## config.mk

```make
export PLATFORM = sky130hd
export DESIGN_NAME = thread_regfile
export DESIGN_NICKNAME = d
export VERILOG_FILES = /design/src/rtl/thread_regfile.sv
export SDC_FILE = /design/constraint.sdc
export NUM_CORES = 1
export LEC_CHECK = 0
export CAP_MARGIN = 20
export CORE_MARGIN = 2
export CORE_UTILIZATION = 25
export DETAILED_ROUTE_END_ITERATION = 7
export SYNTH_ARGS = -nofsm -noshare
export SYNTH_HDL_FRONTEND = slang
export SYNTH_SLANG_ARGS = --single-unit
```

## constraint.sdc

```tcl
create_clock -name clk -period 4.9 [get_ports clk]
set_input_delay 0.49 -clock clk [delete_from_list [all_inputs] [get_ports clk]]
set_output_delay 0.49 -clock clk [all_outputs]
set_load 0.05 [all_outputs]
```

## src/rtl/thread_regfile.sv

```systemverilog
// Per-thread register file: R0-R12 general purpose, R13 mirrors block_id,
// R14/R15 read back the block size and thread index parameters.
//
// Ports:
//   clk, reset        clock and synchronous active-high reset
//   enable            thread active; low freezes all state
//   block_id          mirrored into R13 on every enabled edge
//   core_state        core phase (REQUEST reads, UPDATE writes)
//   decoded_*         register addresses, write enable, write source, imm
//   alu_out, lsu_out  write-back sources
//   rs, rt            registered operands to the ALU/LSU
module thread_regfile #(
  parameter int THREADS_PER_BLOCK = 4,
  parameter int THREAD_ID         = 0,
  parameter int DATA_BITS         = 8
) (
  input  logic                 clk,
  input  logic                 reset,
  input  logic                 enable,
  input  logic [7:0]           block_id,
  input  logic [2:0]           core_state,
  input  logic [3:0]           decoded_rs_address,
  input  logic [3:0]           decoded_rt_address,
  input  logic [3:0]           decoded_rd_address,
  input  logic                 decoded_reg_write_enable,
  input  logic [1:0]           decoded_reg_input_mux,
  input  logic [7:0]           decoded_immediate,
  input  logic [DATA_BITS-1:0] alu_out,
  input  logic [DATA_BITS-1:0] lsu_out,
  output logic [DATA_BITS-1:0] rs,
  output logic [DATA_BITS-1:0] rt
);

  localparam logic [2:0] ST_REQUEST = 3'b011;
  localparam logic [2:0] ST_UPDATE  = 3'b110;

  localparam logic [DATA_BITS-1:0] TPB_C =
    DATA_BITS'(THREADS_PER_BLOCK);
  localparam logic [DATA_BITS-1:0] TID_C =
    DATA_BITS'(THREAD_ID);

  logic [DATA_BITS-1:0] regs_q [14];
  logic [DATA_BITS-1:0] regs_d [14];
  logic [DATA_BITS-1:0] rs_q, rs_d;
  logic [DATA_BITS-1:0] rt_q, rt_d;

  logic [DATA_BITS-1:0] view [16];
  logic [DATA_BITS-1:0] wr_data;
  logic                 wr_src_ok;
  logic                 wr_en;

  // R14/R15 are constants, not storage.
  always_comb begin
    for (int i = 0; i < 14; i++) begin
      view[i] = regs_q[i];
    end
    view[14] = TPB_C;
    view[15] = TID_C;
  end

  always_comb begin
    wr_data   = '0;
    wr_src_ok = 1'b1;
    case (decoded_reg_input_mux)
      2'b00:   wr_data = alu_out;
      2'b01:   wr_data = lsu_out;
      2'b10:   wr_data = DATA_BITS'(decoded_immediate);
      default: wr_src_ok = 1'b0;
    endcase
  end

  assign wr_en = enable
               && (core_state == ST_UPDATE)
               && decoded_reg_write_enable
               && wr_src_ok
               && (decoded_rd_address <= 4'd12);

  always_comb begin
    regs_d = regs_q;
    rs_d   = rs_q;
    rt_d   = rt_q;
    if (enable) begin
      regs_d[13] = DATA_BITS'(block_id);
      if (core_state == ST_REQUEST) begin
        rs_d = view[decoded_rs_address];
        rt_d = view[decoded_rt_address];
      end
    end
    for (int i = 0; i < 13; i++) begin
      if (wr_en && (decoded_rd_address == 4'(i))) begin
        regs_d[i] = wr_data;
      end
    end
  end

  always_ff @(posedge clk) begin
    if (reset) begin
      for (int i = 0; i < 14; i++) begin
        regs_q[i] <= '0;
      end
      rs_q <= '0;
      rt_q <= '0;
    end else begin
      regs_q <= regs_d;
      rs_q   <= rs_d;
      rt_q   <= rt_d;
    end
  end

  assign rs = rs_q;
  assign rt = rt_q;

endmodule

```

; ---- Word level (Yosys, flattened, before mapping)
; Cells that the tools add are included.
[word_totals]
word_cells = 66
register_bits = 128
[op_classes]
n_eq_ne = 16
muxes = 8
magnitude_cmp = 3
reduce_logical = 21
n_bitwise = 2
[op_table]
columns = op, n
row1 = 8-bit binary-select mux with 4-bit select, 2
row2 = 8-bit two-way mux, 4
row3 = 8-bit case mux with 3 select lines, 1
row4 = 4-bit equality test (second input constant), 5
row5 = 1-bit logical AND, 17
row6 = 4-bit by 3-bit equality test with 1-bit output (second input constant), 4
row7 = 5-bit >= comparator (second input constant), 2
row8 = 4-bit inverter with 5-bit output, 2
row9 = 4-bit by 2-bit equality test with 1-bit output (second input constant), 2
row10 = 4-bit by 1-bit equality test with 1-bit output (second input constant), 1
row11 = 4-bit less-or-equal comparator (second input constant), 1
row12 = 4-bit logical NOT, 1
row13 = 3-bit by 2-bit equality test with 1-bit output (second input constant), 1
row14 = 3-bit equality test (second input constant), 1
row15 = 3-bit OR reduction, 1
row16 = 2-bit by 1-bit equality test with 1-bit output (second input constant), 1
row17 = 2-bit equality test (second input constant), 1
row18 = 2-bit logical NOT, 1
row19 = 2-bit AND reduction, 1
row20 = 1-bit two-way mux, 1

; ---- Logic depth before layout (Yosys ltp)
; Gate-level depths: netlist of run 1.
[logic_depth]
ltp_word = 6
ltp_mapped = 7
ltp_nobuf = 4

; ---- Worst setup path after synthesis of run 1
; No wires, ideal clock.
[synth_path]
path_kind = input port to flip-flop
startpoint = in decoded_reg_input_mux[1]
endpoint = reg regs_q[15] (netlist name)
setup_ps = 68
t_required_ps = 4832
arrival_time_ps = 1842
cell_stages = 6
path_slack_ps = 2990
path_cell_list = buf_2 a21o_4 or4_1 buf_2 or2_0 a21oi_2
[synth_via]
elab_chain_cells = 6
[synth_lines]
columns = element, line_no
row1 = from (decl), 26  ; input logic [1:0] decoded_reg_input_mux,
row2 = "2-bit equality test, or another cell as far along", 64  ; case (decoded_reg_input_mux)
row3 = 3-bit OR reduction (no line), n/a
row4 = 1-bit two-way mux, 64
row5 = 1-bit logical AND, 75  ; && wr_src_ok
row6 = 1-bit logical AND, 76  ; && (decoded_rd_address <= 4'd12);
row7 = 1-bit logical AND, 90  ; if (wr_en && (decoded_rd_address == 4'(i))) begin
row8 = to (signal assigned), 104  ; regs_q <= regs_d;
row9 = to (decl), 42  ; logic [DATA_BITS-1:0] regs_q [14];
; Several ways; a longest one is shown, not always the timed one.
; A chain may end at the register's enable or synchronous reset.

; ---- Worst setup path after layout of run 1
[layout_path]
startpoint = in enable
endpoint = reg regs_q[84] (netlist name)
[layout_via]
elab_chain_cells = 5
[layout_lines]
columns = element, line_no
row1 = from (decl), 19  ; input logic enable,
row2 = 1-bit logical AND, 73  ; && (core_state == ST_UPDATE)
row3 = 1-bit logical AND, 74  ; && decoded_reg_write_enable
row4 = 1-bit logical AND, 75
row5 = 1-bit logical AND, 76
row6 = 1-bit logical AND, 90
; Every way passes these cells.

==> results of run 1 <==
flip-flops by register name, summed over array words and instances (netlist names):
| signal | cells |
|---|---|
| regs_q | 112 |
| rt | 8 |
| rs | 8 |
power groups by stage:
stage	logic [mW]	registers [mW]	clock network (mW)
2_1_floorplan	0.161	1.09	0
3_3_place_gp	0.270	1.08	0
3_5_place_dp	0.270	1.08	0
4_1_cts	0.271	1.06	1.27
5_1_grt	0.287	1.06	1.31
6_report	0.271	1.06	1.26
routing by layer:
layer | part of all wire, % | wire length, um
met1 | 45 | 9320
met5 | 0 | 0
met4 | 1.9 | 400
met3 | 7.2 | 1490
met2 | 45 | 9310
final cells by class:
type	count	area, um2
Antenna cell	1	2.50
Clock buffer	17	425
Clock inverter	15	163
Fill cell	2767	18700
Inverter	16	60.1
Multi-Input combinational cell	475	3880
Sequential cell	128	2560
Tap cell	341	427
Timing Repair Buffer	77	741
path summary, 6_finish.rpt:
| kind | from | end | cells past startpoint | slack, ns |
|---|---|---|---|---|
| max reg2reg | regs_q[54]$_SDFFE_PP0P_ | rt[6]$_SDFFE_PP0P_ | 4 | 2.83 |
| max | enable | regs_q[84]$_SDFFE_PP0P_ | 5 | 1.74 |
| min | rs[6]$_SDFFE_PP0P_ | rs[6]$_SDFFE_PP0P_ | 2 | 0.49 |
| min reg2reg | rs[6]$_SDFFE_PP0P_ | rs[6]$_SDFFE_PP0P_ | 2 | 0.49 |
through the flow:
stage	utilization, %	hold slack (ns)	power [mW]	worst slack [ns]
after floorplan	-	0.442	1.25	2.99
final	30.6	0.489	2.58	1.74
after detailed placement	28.5	0.475	1.35	1.34
after global routing	30.6	0.506	2.66	1.53
after CTS	30.6	0.488	2.60	1.77
after global placement	28.5	0.473	1.35	1.41
placed cells by master (no fill, tap or decap), drive strengths merged, types with 2 or more instances in the layout:
master | netlist | layout
clkinvlp | 0 | 3
inv | 16 | 19
nor2b | 3 | 3
or2 | 5 | 5
clkdlybuf4s50 | 0 | 66
nor3b | 3 | 3
dfxtp | 128 | 128
mux2 | 3 | 3
nor2 | 117 | 117
a211oi | 98 | 98
o221ai | 21 | 21
mux4 | 29 | 29
mux2i | 55 | 55
a22oi | 5 | 5
o22ai | 9 | 9
clkbuf | 28 | 17
bufinv | 0 | 2
o21a | 8 | 8
o211ai | 4 | 4
nand2b | 17 | 17
and2 | 2 | 2
clkinv | 0 | 7
nand2 | 17 | 17
o31ai | 14 | 14
a21oi | 12 | 12
buf | 38 | 11
nor3 | 3 | 3
nor4 | 16 | 16
nand3b | 19 | 19
or4 | 2 | 2
worst min-delay path, stage by stage (launching register included):
cell and delay [ns]:
dfxtp_1 0.32, nand3b_1 0.08, o31ai_1 0.06
kinds of logic after synthesis:
family / Yosys count
AO/OA/AOI/OAI: 180
buffers and inverters: 82
flip-flops: 128
multiplexers: 87
AND/OR/NAND/NOR: 208
==> impl_results.html, run 1 <==
<table>
<tr><th>Metric</th><th>Value</th></tr>
<tr><th colspan="2">Logic synthesis</th></tr>
<tr><td>Synthesized-area fraction occupied by xor and xnor cells</td><td>0%</td></tr>
<tr><td>Seq cells post-synth</td><td>about 130</td></tr>
<tr><td>Share of flip-flops with an asynchronous set or reset</td><td>0%</td></tr>
<tr><td>Mux share of post-synthesis cell area</td><td>18.0%</td></tr>
<tr><td>Number of flops mapped to enable cells by yosys</td><td>0</td></tr>
<tr><td>Proportion of netlist area held by the largest area contributor</td><td>between 30 and 40%</td></tr>
<tr><td>Count of mapped cells out of synthesis</td><td>685</td></tr>
<tr><td>Compound-cell area share of the yosys netlist</td><td>20.8%</td></tr>
<tr><td>Most area-hungry cell type in the Yosys netlist</td><td>dfxtp_1</td></tr>
<tr><td>Cell with the most instances after synthesis</td><td>dfxtp_1</td></tr>
<tr><td>Synthesized-area fraction occupied by adder cells</td><td>0%</td></tr>
<tr><td>Main flop type after synthesis</td><td>dfxtp_1</td></tr>
<tr><td>Combined area of all synthesized cells</td><td>6870 um2</td></tr>
<tr><td>Share of synthesized cell area in and, or, nand and nor gates</td><td>about 18%</td></tr>
<tr><td>Mapped Nets</td><td>approximately 740</td></tr>
<tr><td>Distinct cells, synth</td><td>48</td></tr>
<tr><td>Sequential element share of the synthesized area</td><td>37.3%</td></tr>
<tr><td>Top post-synthesis cells by area</td><td>dfxtp_1, mux4_2, a211oi_1</td></tr>
<tr><td>Largest family of logic cells by synthesized area</td><td>compound AO/OA/AOI/OAI gates</td></tr>
<tr><td>Most used standard cells in the synthesized netlist</td><td>dfxtp_1, nor2_1, a211oi_1</td></tr>
<tr><td>Syn. warnings</td><td>0</td></tr>
<tr><td>Syn_area_per_cell</td><td>between 10 and 15 um2</td></tr>
<tr><th colspan="2">Routing</th></tr>
<tr><td>Detailed Routing Iterations Pass 1</td><td>7</td></tr>
<tr><td>Final ANT Viol Nets</td><td>0</td></tr>
<tr><td>Final wirelength</td><td>20.5 mm</td></tr>
<tr><td>Detailed-route via count</td><td>5552</td></tr>
<tr><td>Routed length per instance</td><td>19.2 um</td></tr>
<tr><td>Via count normalized by instance count</td><td>5.19</td></tr>
<tr><td>Drt initial violations</td><td>506</td></tr>
<tr><td>Residual DRC</td><td>0</td></tr>
<tr><th colspan="2">STA</th></tr>
<tr><td>Final setup viols</td><td>0</td></tr>
<tr><td>Pins Over Slew Limit</td><td>0</td></tr>
<tr><td>Relative slew margins</td><td>28.8%</td></tr>
<tr><td>Worst-case clock skew</td><td>0.00543 ns</td></tr>
<tr><td>Worst-margin pin slew</td><td>roughly 1.1 ns</td></tr>
<tr><td>Unrepaired setup endpoints after global routing</td><td>false</td></tr>
<tr><td>Share of the clock period used by the worst path</td><td>roughly 64%</td></tr>
<tr><td>Final critical path time including I/O delays and setup</td><td>3.16 ns</td></tr>
<tr><td>Fmax</td><td>about 320 MHz</td></tr>
<tr><td>Final number of hold-violating endpoints</td><td>0</td></tr>
<tr><td>Sum of negative setup slack</td><td>0 ns</td></tr>
<tr><th colspan="2">Global route</th></tr>
<tr><td>Overflow left after global routing</td><td>0</td></tr>
<tr><td>Pin count of the biggest net entering global routing</td><td>81</td></tr>
<tr><td>Wire length of the first global-routing pass</td><td>31.7 mm</td></tr>
<tr><td>Met3 usage in global routing</td><td>3.30%</td></tr>
<tr><td>Most crowded layer after global routing</td><td>met2</td></tr>
<tr><td>Total routing resource utilization after global routing</td><td>14.4%</td></tr>
<tr><td>Grt met1 use</td><td>19.7%</td></tr>
<tr><td>Global-route met2 utilization</td><td>22.3%</td></tr>
<tr><td>Number of antenna violations at the first check in global routing</td><td>1</td></tr>
<tr><td>Number of global-route vias before repair</td><td>roughly 5200</td></tr>
<tr><th colspan="2">Setup path</th></tr>
<tr><td>Launching element type of the critical path</td><td>input port</td></tr>
<tr><td>Standard cell with the maximum stage delay on the critical path</td><td>nor4_4</td></tr>
<tr><td>Highest fanout seen on the critical path</td><td>16</td></tr>
<tr><td>Arrival time at the worst endpoint</td><td>around 3.5 ns</td></tr>
<tr><td>Critical path endpoint category</td><td>flop</td></tr>
<tr><td>Worst path max stage delay</td><td>1.09 ns</td></tr>
<tr><td>Worst-path cell chain</td><td>clkdlybuf4s50_1, nand4_4, nor4_4, nor2_1, a211oi_1</td></tr>
<tr><td>Cell family with most CP delay</td><td>simple AND/OR/NAND/NOR gates</td></tr>
<tr><td>Class of the most critical setup path</td><td>input port to flop</td></tr>
<tr><td>CP Buf/Inv Count</td><td>1</td></tr>
<tr><td>Critical path required time</td><td>5.23 ns</td></tr>
<tr><th colspan="2">CTS</th></tr>
<tr><td>Clock buffers created by TritonCTS</td><td>17</td></tr>
<tr><td>CTS tree</td><td>yes</td></tr>
<tr><td>Later-pin clock latency in the skew report</td><td>~0.42 ns</td></tr>
<tr><td>Maximum clock path buffer count</td><td>2</td></tr>
<tr><td>Clk slew on worst S/H paths</td><td>~0.060 ns</td></tr>
<tr><td>Number of gates resized after cts</td><td>0</td></tr>
<tr><td>Post-CTS setup buffers</td><td>0</td></tr>
<tr><td>CTS HTree Levels</td><td>4</td></tr>
<tr><td>Cell chosen for the clock root</td><td>clkbuf_16</td></tr>
<tr><td>Number of sinks on the clock net</td><td>128</td></tr>
<tr><td>Cts-stage hold buffer count</td><td>0</td></tr>
<tr><th colspan="2">Final layout</th></tr>
<tr><td>Non-filler cells, final</td><td>1070</td></tr>
<tr><td>Final-stage net count</td><td>approximately 770</td></tr>
<tr><td>Area growth syn-to-layout</td><td>20.1%</td></tr>
<tr><td>Fraction of layout cells with a size suffix above 1</td><td>between 10% and 20%</td></tr>
<tr><td>Layout Cell Area excl Fill</td><td>8260 um2</td></tr>
<tr><th colspan="2">Hold path</th></tr>
<tr><td>Worst min-delay path class</td><td>flop to flop</td></tr>
<tr><th colspan="2">Pwr</th></tr>
<tr><td>Sw Ratio</td><td>26.4%</td></tr>
<tr><td>Net switching power</td><td>0.681 mW</td></tr>
<tr><td>Power density of the placed cells</td><td>between 300 and 400 nW/um2</td></tr>
<tr><td>Clock share of power</td><td>48.7%</td></tr>
<tr><td>Portion of total power attributed to sequential cells</td><td>40.8%</td></tr>
<tr><td>Peak supply drop</td><td>~0.00021 V</td></tr>
<tr><td>Portion of total power attributed to combinational logic</td><td>10.5%</td></tr>
<tr><td>Leak pwr</td><td>2.60 nW</td></tr>
<tr><td>Design internal power</td><td>1.90 mW</td></tr>
<tr><th colspan="2">Place</th></tr>
<tr><td>Placed cells</td><td>1037</td></tr>
<tr><td>Count of port buffers added during placement</td><td>68</td></tr>
<tr><td>Final GP Congestion</td><td>0.797</td></tr>
<tr><td>Sum of net half-perimeters after detailed placement</td><td>14.1 mm</td></tr>
<tr><td>Instance area at placement</td><td>7670 um2</td></tr>
<tr><th colspan="2">Die</th></tr>
<tr><td>Area of the placeable core</td><td>27000 um2</td></tr>
<tr><td>Initial core utilization</td><td>about a quarter</td></tr>
<tr><td>Die width</td><td>170 um</td></tr>
<tr><td>Total Die Area</td><td>28800 um2</td></tr>
<tr><td>Height of the chip</td><td>170 um</td></tr>
<tr><td>Core Rows</td><td>60</td></tr>
<tr><td>Boundary Pins</td><td>69</td></tr>
<tr><th colspan="2">Status</th></tr>
<tr><td>Run status</td><td>completed</td></tr>
<tr><th colspan="2">Flow run</th></tr>
<tr><td>Max Cap Viol</td><td>0</td></tr>
</table>
Power figures use the tool's default switching activity.
==> run 2, diff against run 1 <==
==> constraint.sdc (replaced) <==
create_clock -name clk -period 2.7 [get_ports clk]
set_input_delay 0.27 -clock clk [delete_from_list [all_inputs] [get_ports clk]]
set_output_delay 0.27 -clock clk [all_outputs]
set_load 0.05 [all_outputs]
==> run 2 against run 1 <==
Compared with the run above: via count increased by 2.1%; routed wire length increased by 2.8%; sequential power up 81%; die area stayed put; setup slack worse by 1.0 ns; final cell count increased by 2.6%; total power rose by 78%; combinational power grew 90%; first-iteration DRC count fell by 18%; global-route usage grew 0.52 points; hold slack worse by 0.17 ns; critical endpoint is now rt[2].
==> impl_results.html, run 2 (synthesis results as in run 1) <==
<table>
<tr><th>Metric</th><th>Value</th></tr>
<tr><th colspan="2">Pwr</th></tr>
<tr><td>Design internal power</td><td>3.33 mW (+75%)</td></tr>
<tr><td>Portion of total power attributed to sequential cells</td><td>41.7% (+0.9 points)</td></tr>
<tr><td>Leak pwr</td><td>2.75 nW (+5.6%)</td></tr>
<tr><td>Sw Ratio</td><td>27.7% (+1.3 points)</td></tr>
<tr><td>Overall Power</td><td>4.60 mW (+78%)</td></tr>
<tr><td>Net switching power</td><td>1.27 mW (+87%)</td></tr>
<tr><td>Portion of total power attributed to combinational logic</td><td>11.2% (+0.7 points)</td></tr>
<tr><td>Peak supply drop</td><td>0.000300 V (+41%)</td></tr>
<tr><td>Power density of the placed cells</td><td>544 nW/um2 (+74%)</td></tr>
<tr><td>Clock share of power</td><td>47.2% (-1.5 points)</td></tr>
<tr><th colspan="2">Routing</th></tr>
<tr><td>Via count normalized by instance count</td><td>5.16 (-0.50%)</td></tr>
<tr><td>Residual DRC</td><td>0 (unchanged)</td></tr>
<tr><td>Routed length per instance</td><td>19.2 um (+0.20%)</td></tr>
<tr><td>Drt initial violations</td><td>415 (-18%)</td></tr>
<tr><td>Routed wire length on met3</td><td>1.31 mm (-12%)</td></tr>
<tr><td>Uppermost signal routing layer after detailed routing</td><td>met4</td></tr>
<tr><td>Final wirelength</td><td>21.1 mm (+2.8%)</td></tr>
<tr><td>Post-route met1 wirelength</td><td>9.65 mm (+3.6%)</td></tr>
<tr><td>Detailed Routing Iterations Pass 1</td><td>5 (-2)</td></tr>
<tr><td>Final ANT Viol Nets</td><td>0 (unchanged)</td></tr>
<tr><td>Met2 routed WL</td><td>9.61 mm (+3.2%)</td></tr>
<tr><td>Detailed-route via count</td><td>5669 (+2.1%)</td></tr>
<tr><th colspan="2">Setup path</th></tr>
<tr><td>Worst path max stage delay</td><td>0.85 ns (-0.24 ns)</td></tr>
<tr><td>Cell family with most CP delay</td><td>buffers and inverters</td></tr>
<tr><td>Register-to-register setup slack</td><td>1.10 ns (-1.73 ns)</td></tr>
<tr><td>Launching element type of the critical path</td><td>flop</td></tr>
<tr><td>Critical path required time</td><td>2.43 ns (-2.80 ns)</td></tr>
<tr><td>Highest fanout seen on the critical path</td><td>2 (-14)</td></tr>
<tr><td>Destination of the worst register-to-register timing path</td><td>rt[6]$_SDFFE_PP0P_</td></tr>
<tr><td>CP Buf/Inv Count</td><td>1 (unchanged)</td></tr>
<tr><td>Source of the worst register-to-register timing path</td><td>regs_q[54]$_SDFFE_PP0P_</td></tr>
<tr><td>Arrival time at the worst endpoint</td><td>1.72 ns (-1.77 ns)</td></tr>
<tr><td>Critical path endpoint category</td><td>output port</td></tr>
<tr><td>Class of the most critical setup path</td><td>flop to output port</td></tr>
<tr><td>Worst-path cell chain</td><td>clkdlybuf4s50_1</td></tr>
<tr><td>R2R depth</td><td>4 (unchanged)</td></tr>
<tr><td>Standard cell with the maximum stage delay on the critical path</td><td>clkdlybuf4s50_1</td></tr>
<tr><th colspan="2">STA</th></tr>
<tr><td>Final WS setup</td><td>0.712 ns (-1.03 ns)</td></tr>
<tr><td>Sum of negative setup slack</td><td>0 ns (unchanged)</td></tr>
<tr><td>Pins Over Slew Limit</td><td>0 (unchanged)</td></tr>
<tr><td>Final setup viols</td><td>0 (unchanged)</td></tr>
<tr><td>Final number of hold-violating endpoints</td><td>0 (unchanged)</td></tr>
<tr><td>Unrepaired setup endpoints after global routing</td><td>false</td></tr>
<tr><td>Fmax</td><td>slightly above 500 MHz</td></tr>
<tr><td>Worst-margin pin slew</td><td>0.733 ns (-0.328 ns)</td></tr>
<tr><td>Share of the clock period used by the worst path</td><td>73.6%</td></tr>
<tr><td>Worst-case clock skew</td><td>0.00864 ns (+0.00321 ns)</td></tr>
<tr><td>Final critical path time including I/O delays and setup</td><td>1.99 ns</td></tr>
<tr><td>Relative slew margins</td><td>50.7% (+22 points)</td></tr>
<tr><th colspan="2">Die</th></tr>
<tr><td>Height of the chip</td><td>170 um (unchanged)</td></tr>
<tr><td>Total Die Area</td><td>28800 um2 (unchanged)</td></tr>
<tr><td>Initial core utilization</td><td>25.5% (unchanged)</td></tr>
<tr><td>Boundary Pins</td><td>69 (unchanged)</td></tr>
<tr><td>Core Rows</td><td>60 (unchanged)</td></tr>
<tr><td>Die width</td><td>170 um (unchanged)</td></tr>
<tr><td>Area of the placeable core</td><td>27000 um2 (unchanged)</td></tr>
<tr><th colspan="2">Final layout</th></tr>
<tr><td>Area growth syn-to-layout</td><td>23.2%</td></tr>
<tr><td>Top library cells by usage in the layout, fill and taps aside</td><td>dfxtp_1, nor2_1, a211oi_1</td></tr>
<tr><td>Most common cell after layout, fill and taps aside</td><td>dfxtp_1</td></tr>
<tr><td>Multi-input logic area</td><td>3880 um2 (unchanged)</td></tr>
<tr><td>Largest register FFs</td><td>112 (unchanged)</td></tr>
<tr><td>Count of filler cells inserted in the layout</td><td>2747 (-0.72%)</td></tr>
<tr><td>Final-stage net count</td><td>797 (+3.8%)</td></tr>
<tr><td>Fraction of layout cells with a size suffix above 1</td><td>18.5% (+3.2 points)</td></tr>
<tr><td>Post-layout util</td><td>31.4% (+0.78 points)</td></tr>
<tr><td>Sequential Area</td><td>2560 um2 (unchanged)</td></tr>
<tr><td>Final antenna diode count</td><td>0 (-1)</td></tr>
<tr><td>Register name with the most flops</td><td>regs_q</td></tr>
<tr><th colspan="2">Place</th></tr>
<tr><td>Sum of net half-perimeters after detailed placement</td><td>14.9 mm (+5.2%)</td></tr>
<tr><td>Count of port buffers added during placement</td><td>68 (unchanged)</td></tr>
<tr><td>Final GP Congestion</td><td>0.839 (+5.3%)</td></tr>
<tr><td>Dpl ws</td><td>0.375 ns (-0.966 ns)</td></tr>
<tr><th colspan="2">CTS</th></tr>
<tr><td>Number of gates resized after cts</td><td>0 (unchanged)</td></tr>
<tr><td>CTS HTree Levels</td><td>4 (unchanged)</td></tr>
<tr><td>CTS tree</td><td>yes</td></tr>
<tr><td>Cts-stage hold buffer count</td><td>0 (unchanged)</td></tr>
<tr><td>Cell chosen for the clock root</td><td>clkbuf_16</td></tr>
<tr><td>Post-CTS setup buffers</td><td>0 (unchanged)</td></tr>
<tr><td>Number of sinks on the clock net</td><td>128 (unchanged)</td></tr>
<tr><td>Clock buffers created by TritonCTS</td><td>17 (unchanged)</td></tr>
<tr><td>Maximum clock path buffer count</td><td>2 (unchanged)</td></tr>
<tr><td>Later-pin clock latency in the skew report</td><td>0.43 ns (about the same)</td></tr>
<tr><td>Clk slew on worst S/H paths</td><td>0.06 ns (about the same)</td></tr>
<tr><th colspan="2">Global route</th></tr>
<tr><td>Number of antenna violations at the first check in global routing</td><td>0 (-1)</td></tr>
<tr><td>Overflow left after global routing</td><td>0 (unchanged)</td></tr>
<tr><td>Total routing resource utilization after global routing</td><td>14.9% (+0.52 points)</td></tr>
<tr><td>Number of global-route vias before repair</td><td>5358 (+2.2%)</td></tr>
<tr><td>Pin count of the biggest net entering global routing</td><td>50 (-38%)</td></tr>
<tr><td>Wire length of the first global-routing pass</td><td>32.5 mm (+2.4%)</td></tr>
<tr><th colspan="2">Flow run</th></tr>
<tr><td>Max Cap Viol</td><td>0 (unchanged)</td></tr>
<tr><th colspan="2">Status</th></tr>
<tr><td>Run status</td><td>completed</td></tr>
<tr><th colspan="2">Hold path</th></tr>
<tr><td>Worst Hold Launch</td><td>reset</td></tr>
<tr><td>Worst Hold End</td><td>regs_q[6]$_SDFFE_PP0P_</td></tr>
<tr><td>Worst min-delay path class</td><td>input port to flop</td></tr>
<tr><td>Number of instances on the worst hold path</td><td>2 (unchanged)</td></tr>
</table>
[run 2: cell count changes in the layout (fill, tap and decap cells not counted)]
cell        previous run  this run
clkinv_4               5         4
buf_12                 0         2
buf_4                 10        37
clkinvlp_4             3         1
bufinv_16              2         0
clkinv_2               2         1
inv_6                  3         8
clkbuf_8               0         1
diode_2                1         0
[run 2: cell type report]
class / instances / share of cell area, %
multi-input combinational: 475 / 45.8
sequential: 128 / 30.3
timing repair buffer: 106 / 11.6
clock buffer: 18 / 5.19
tap: 341 / 5.04
clock inverter: 14 / 1.39
inverter: 16 / 0.709
[run 2: through the flow]
step | hold slack (ns) | area, um2 | instances
global route | 0.346 | 8470 | 1098
CTS | 0.313 | 8470 | 1098
detailed placement | 0.467 | 7910 | 1066
global placement | 0.457 | 7910 | 1066
floorplan | 0.417 | 6870 | 685
finish | 0.319 | 8470 | 1098
[run 2: how the worst max path moves through the flow]
stage	endpoint	depth (start not counted)	slack [ns]	startpoint
final	rt[2]	1	0.71	rt[2]$_SDFFE_PP0P_
after CTS	rt[2]	1	0.71	rt[2]$_SDFFE_PP0P_
after global placement	rt[3]$_SDFFE_PP0P_	6	0.39	decoded_rt_address[2]
after floorplan	regs_q[15]$_SDFFE_PP0P_	6	1.01	decoded_reg_input_mux[1]
after global routing	rt[3]$_SDFFE_PP0P_	6	0.61	decoded_rt_address[1]
after detailed placement	rt[3]$_SDFFE_PP0P_	6	0.38	decoded_rt_address[1]
[run 2: power groups by stage]
stage                     clock [mW]  combinational [mW]  sequential, mW
after floorplan                    0               0.292            1.97
after global placement             0               0.511            1.96
after detailed placement           0               0.513            1.96
after CTS                       2.21               0.514            1.92
after global routing            2.30               0.545            1.92
final                           2.17               0.514            1.92
[run 2: metal layers]
metal | vias up | track usage (%)
li1 | 2713 | -
met1 | 2737 | 20.2
met2 | 185 | 23.2
met3 | 34 | 3.51
met4 | 0 | 5.39
met5 | - | 0
==> run 3, diff against run 2 <==
==> constraint.sdc (replaced) <==
create_clock -name clk -period 1.83 [get_ports clk]
set_input_delay 0.183 -clock clk [delete_from_list [all_inputs] [get_ports clk]]
set_output_delay 0.183 -clock clk [all_outputs]
set_load 0.05 [all_outputs]
==> run 3 against run 2 <==
Compared with the run above: final area is 8.3% higher; hold slack got worse by 0.14 ns; total power is 56% higher; non-clock buffer count increased by 43; setup slack lost 0.67 ns; critical path type unchanged; highest routed layer unchanged.
==> impl_results.html, run 3 (synthesis results as in run 1) <==
<table>
<tr><th>Metric</th><th>Value</th></tr>
<tr><th colspan="2">STA</th></tr>
<tr><td>Final number of hold-violating endpoints</td><td>0 (unchanged)</td></tr>
<tr><td>Worst-margin pin slew</td><td>0.513 ns (-0.220 ns)</td></tr>
<tr><td>Unrepaired setup endpoints after global routing</td><td>false</td></tr>
<tr><td>Relative slew margins</td><td>65.9% (+15 points)</td></tr>
<tr><td>Pins Over Slew Limit</td><td>0 (unchanged)</td></tr>
<tr><td>Final critical path time including I/O delays and setup</td><td>1.78 ns</td></tr>
<tr><td>Final setup viols</td><td>0 (unchanged)</td></tr>
<tr><td>Worst hold slack</td><td>0.182 ns (-0.136 ns)</td></tr>
<tr><td>Worst-case clock skew</td><td>0.00790 ns (-0.000741 ns)</td></tr>
<tr><td>Fmax</td><td>561 MHz</td></tr>
<tr><td>Share of the clock period used by the worst path</td><td>slightly below 100%</td></tr>
<tr><th colspan="2">Place</th></tr>
<tr><td>Count of port buffers added during placement</td><td>68 (unchanged)</td></tr>
<tr><td>Instance area at placement</td><td>8560 um2 (+8.2%)</td></tr>
<tr><td>Final GP Congestion</td><td>0.860 (+2.5%)</td></tr>
<tr><td>Sum of net half-perimeters after detailed placement</td><td>15.2 mm (+2.0%)</td></tr>
<tr><th colspan="2">CTS</th></tr>
<tr><td>Number of sinks on the clock net</td><td>128 (unchanged)</td></tr>
<tr><td>Maximum clock path buffer count</td><td>2 (unchanged)</td></tr>
<tr><td>CTS tree</td><td>yes</td></tr>
<tr><td>Later-pin clock latency in the skew report</td><td>0.42 ns (about the same)</td></tr>
<tr><td>Clock buffers created by TritonCTS</td><td>17 (unchanged)</td></tr>
<tr><td>Clk slew on worst S/H paths</td><td>0.06 ns (about the same)</td></tr>
<tr><td>Cts-stage hold buffer count</td><td>0 (unchanged)</td></tr>
<tr><td>Cell chosen for the clock root</td><td>clkbuf_16</td></tr>
<tr><td>Post-CTS setup buffers</td><td>0 (unchanged)</td></tr>
<tr><td>CTS HTree Levels</td><td>4 (unchanged)</td></tr>
<tr><th colspan="2">Setup path</th></tr>
<tr><td>Launching element type of the critical path</td><td>flop</td></tr>
<tr><td>CP Buf/Inv Count</td><td>1 (unchanged)</td></tr>
<tr><td>Cell family with most CP delay</td><td>buffers and inverters</td></tr>
<tr><td>Critical path endpoint category</td><td>output port</td></tr>
<tr><td>Standard cell with the maximum stage delay on the critical path</td><td>clkdlybuf4s50_1</td></tr>
<tr><td>Critical path origin</td><td>rt[2]$_SDFFE_PP0P_</td></tr>
<tr><td>Worst path max stage delay</td><td>0.82 ns (-0.03 ns)</td></tr>
<tr><td>Highest fanout seen on the critical path</td><td>2 (unchanged)</td></tr>
<tr><td>Critical path required time</td><td>1.65 ns (-0.78 ns)</td></tr>
<tr><td>Worst-path cell chain</td><td>clkdlybuf4s50_1</td></tr>
<tr><td>Arrival time at the worst endpoint</td><td>1.60 ns (-0.12 ns)</td></tr>
<tr><td>Class of the most critical setup path</td><td>flop to output port</td></tr>
<tr><td>Source of the worst register-to-register timing path</td><td>regs_q[54]$_SDFFE_PP0P_</td></tr>
<tr><td>Register-to-register setup slack</td><td>0.14 ns (-0.96 ns)</td></tr>
<tr><th colspan="2">Final layout</th></tr>
<tr><td>Most common cell after layout, fill and taps aside</td><td>dfxtp_1</td></tr>
<tr><td>Layout Cell Area excl Fill</td><td>9170 um2 (+8.3%)</td></tr>
<tr><td>Largest register FFs</td><td>112 (unchanged)</td></tr>
<tr><td>Final-stage net count</td><td>840 (+5.4%)</td></tr>
<tr><td>Top library cells by usage in the layout, fill and taps aside</td><td>dfxtp_1, nor2_1, a211oi_1</td></tr>
<tr><td>Fraction of layout cells with a size suffix above 1</td><td>22.5% (+4.0 points)</td></tr>
<tr><td>Final antenna diode count</td><td>0 (unchanged)</td></tr>
<tr><td>Area growth syn-to-layout</td><td>33.4%</td></tr>
<tr><td>Register name with the most flops</td><td>regs_q</td></tr>
<tr><th colspan="2">Hold path</th></tr>
<tr><td>Worst min-delay path class</td><td>input port to flop</td></tr>
<tr><td>Worst Hold Launch</td><td>reset</td></tr>
<tr><th colspan="2">Routing</th></tr>
<tr><td>Via count normalized by instance count</td><td>5.01 (-2.9%)</td></tr>
<tr><td>Final wirelength</td><td>20.4 mm (-3.5%)</td></tr>
<tr><td>Detailed-route via count</td><td>5718 (+0.86%)</td></tr>
<tr><td>Final ANT Viol Nets</td><td>0 (unchanged)</td></tr>
<tr><td>Routed length per instance</td><td>17.9 um (-7.1%)</td></tr>
<tr><td>Residual DRC</td><td>0 (unchanged)</td></tr>
<tr><td>Drt initial violations</td><td>509 (+23%)</td></tr>
<tr><td>Detailed Routing Iterations Pass 1</td><td>4 (-1)</td></tr>
<tr><th colspan="2">Global route</th></tr>
<tr><td>Pin count of the biggest net entering global routing</td><td>57 (+14%)</td></tr>
<tr><td>Number of antenna violations at the first check in global routing</td><td>0 (unchanged)</td></tr>
<tr><td>Overflow left after global routing</td><td>0 (unchanged)</td></tr>
<tr><td>Wire length of the first global-routing pass</td><td>32.6 mm (+0.30%)</td></tr>
<tr><td>Number of global-route vias before repair</td><td>5692 (+6.2%)</td></tr>
<tr><td>Total routing resource utilization after global routing</td><td>14.6% (-0.28 points)</td></tr>
<tr><th colspan="2">Status</th></tr>
<tr><td>Run status</td><td>completed</td></tr>
<tr><th colspan="2">Pwr</th></tr>
<tr><td>Design internal power</td><td>5.41 mW (+63%)</td></tr>
<tr><td>Sw Ratio</td><td>24.6% (-3.1 points)</td></tr>
<tr><td>Portion of total power attributed to sequential cells</td><td>39.4% (-2.3 points)</td></tr>
<tr><td>Net switching power</td><td>1.77 mW (+39%)</td></tr>
<tr><td>Peak supply drop</td><td>0.000520 V (+73%)</td></tr>
<tr><td>Clock share of power</td><td>48.4% (+1.2 points)</td></tr>
<tr><td>Portion of total power attributed to combinational logic</td><td>12.2% (+1.0 points)</td></tr>
<tr><td>Leak pwr</td><td>3.08 nW (+12%)</td></tr>
<tr><td>Power density of the placed cells</td><td>783 nW/um2 (+44%)</td></tr>
<tr><th colspan="2">Die</th></tr>
<tr><td>Die width</td><td>170 um (unchanged)</td></tr>
<tr><td>Initial core utilization</td><td>25.5% (unchanged)</td></tr>
<tr><td>Boundary Pins</td><td>69 (unchanged)</td></tr>
<tr><td>Total Die Area</td><td>28800 um2 (unchanged)</td></tr>
<tr><td>Height of the chip</td><td>170 um (unchanged)</td></tr>
<tr><td>Area of the placeable core</td><td>27000 um2 (unchanged)</td></tr>
<tr><td>Core Rows</td><td>60 (unchanged)</td></tr>
<tr><th colspan="2">Flow run</th></tr>
<tr><td>Max Cap Viol</td><td>0 (unchanged)</td></tr>
</table>
run 3: layout make-up:
type | instances | area [um2]
clock buffer | 21 | 450
multi-input combinational | 475 | 3880
sequential | 128 | 2560
tap | 341 | 427
timing repair buffer | 149 | 1630
clock inverter | 11 | 156
inverter | 16 | 60.1
fill | 2700 | 17800
run 3: worst paths after layout:
| kind | to | cells past startpoint |
|---|---|---|
| worst max register to register | rt[6]$_SDFFE_PP0P_ | 5 |
| worst max-delay path | rt[2] | 1 |
| worst min register to register | regs_q[14]$_SDFFE_PP0P_ | 2 |
| worst min-delay path | regs_q[11]$_SDFFE_PP0P_ | 2 |
run 3: metal layers:
metal  global-route usage (%)  vias to the layer above  wire length (um)
li1                         -                     2802                 -
met1                     19.1                     2723              9320
met2                     24.0                      163              9440
met3                     2.56                       30              1050
met4                     5.80                        0               566
met5                        0                        -                 0
run 3: power by group through the flow:
stage	sequential, mW	combinational [mW]	clock, mW
2_1_floorplan	2.91	0.431	0
3_3_place_gp	2.89	0.874	0
3_5_place_dp	2.89	0.876	0
4_1_cts	2.83	0.880	3.51
5_1_grt	2.83	0.939	3.62
6_report	2.83	0.879	3.47
run 3: stage by stage:
stage / total power [mW] / util, % / setup TNS, ns / worst slack (ns) / instances
final: 7.18 / 34.0 / 0 / 0.0470 / 1141
after global routing: 7.39 / 34.0 / 0 / 0.00413 / 1141
after CTS: 7.22 / 34.0 / 0 / 0.0390 / 1141
after detailed placement: 3.77 / 31.8 / -12.78 / -0.382 / 1109
after global placement: 3.76 / 31.8 / -8.74 / -0.324 / 1109
after floorplan: 3.34 / - / 0 / 0.227 / 685
run 3: timing repair:
| item | in CTS | in global routing |
|---|---|---|
| pin swaps | 0 | 0 |
| endpoints found under the setup margin | 2 | 2 |
| resized for setup | 2 | 2 |
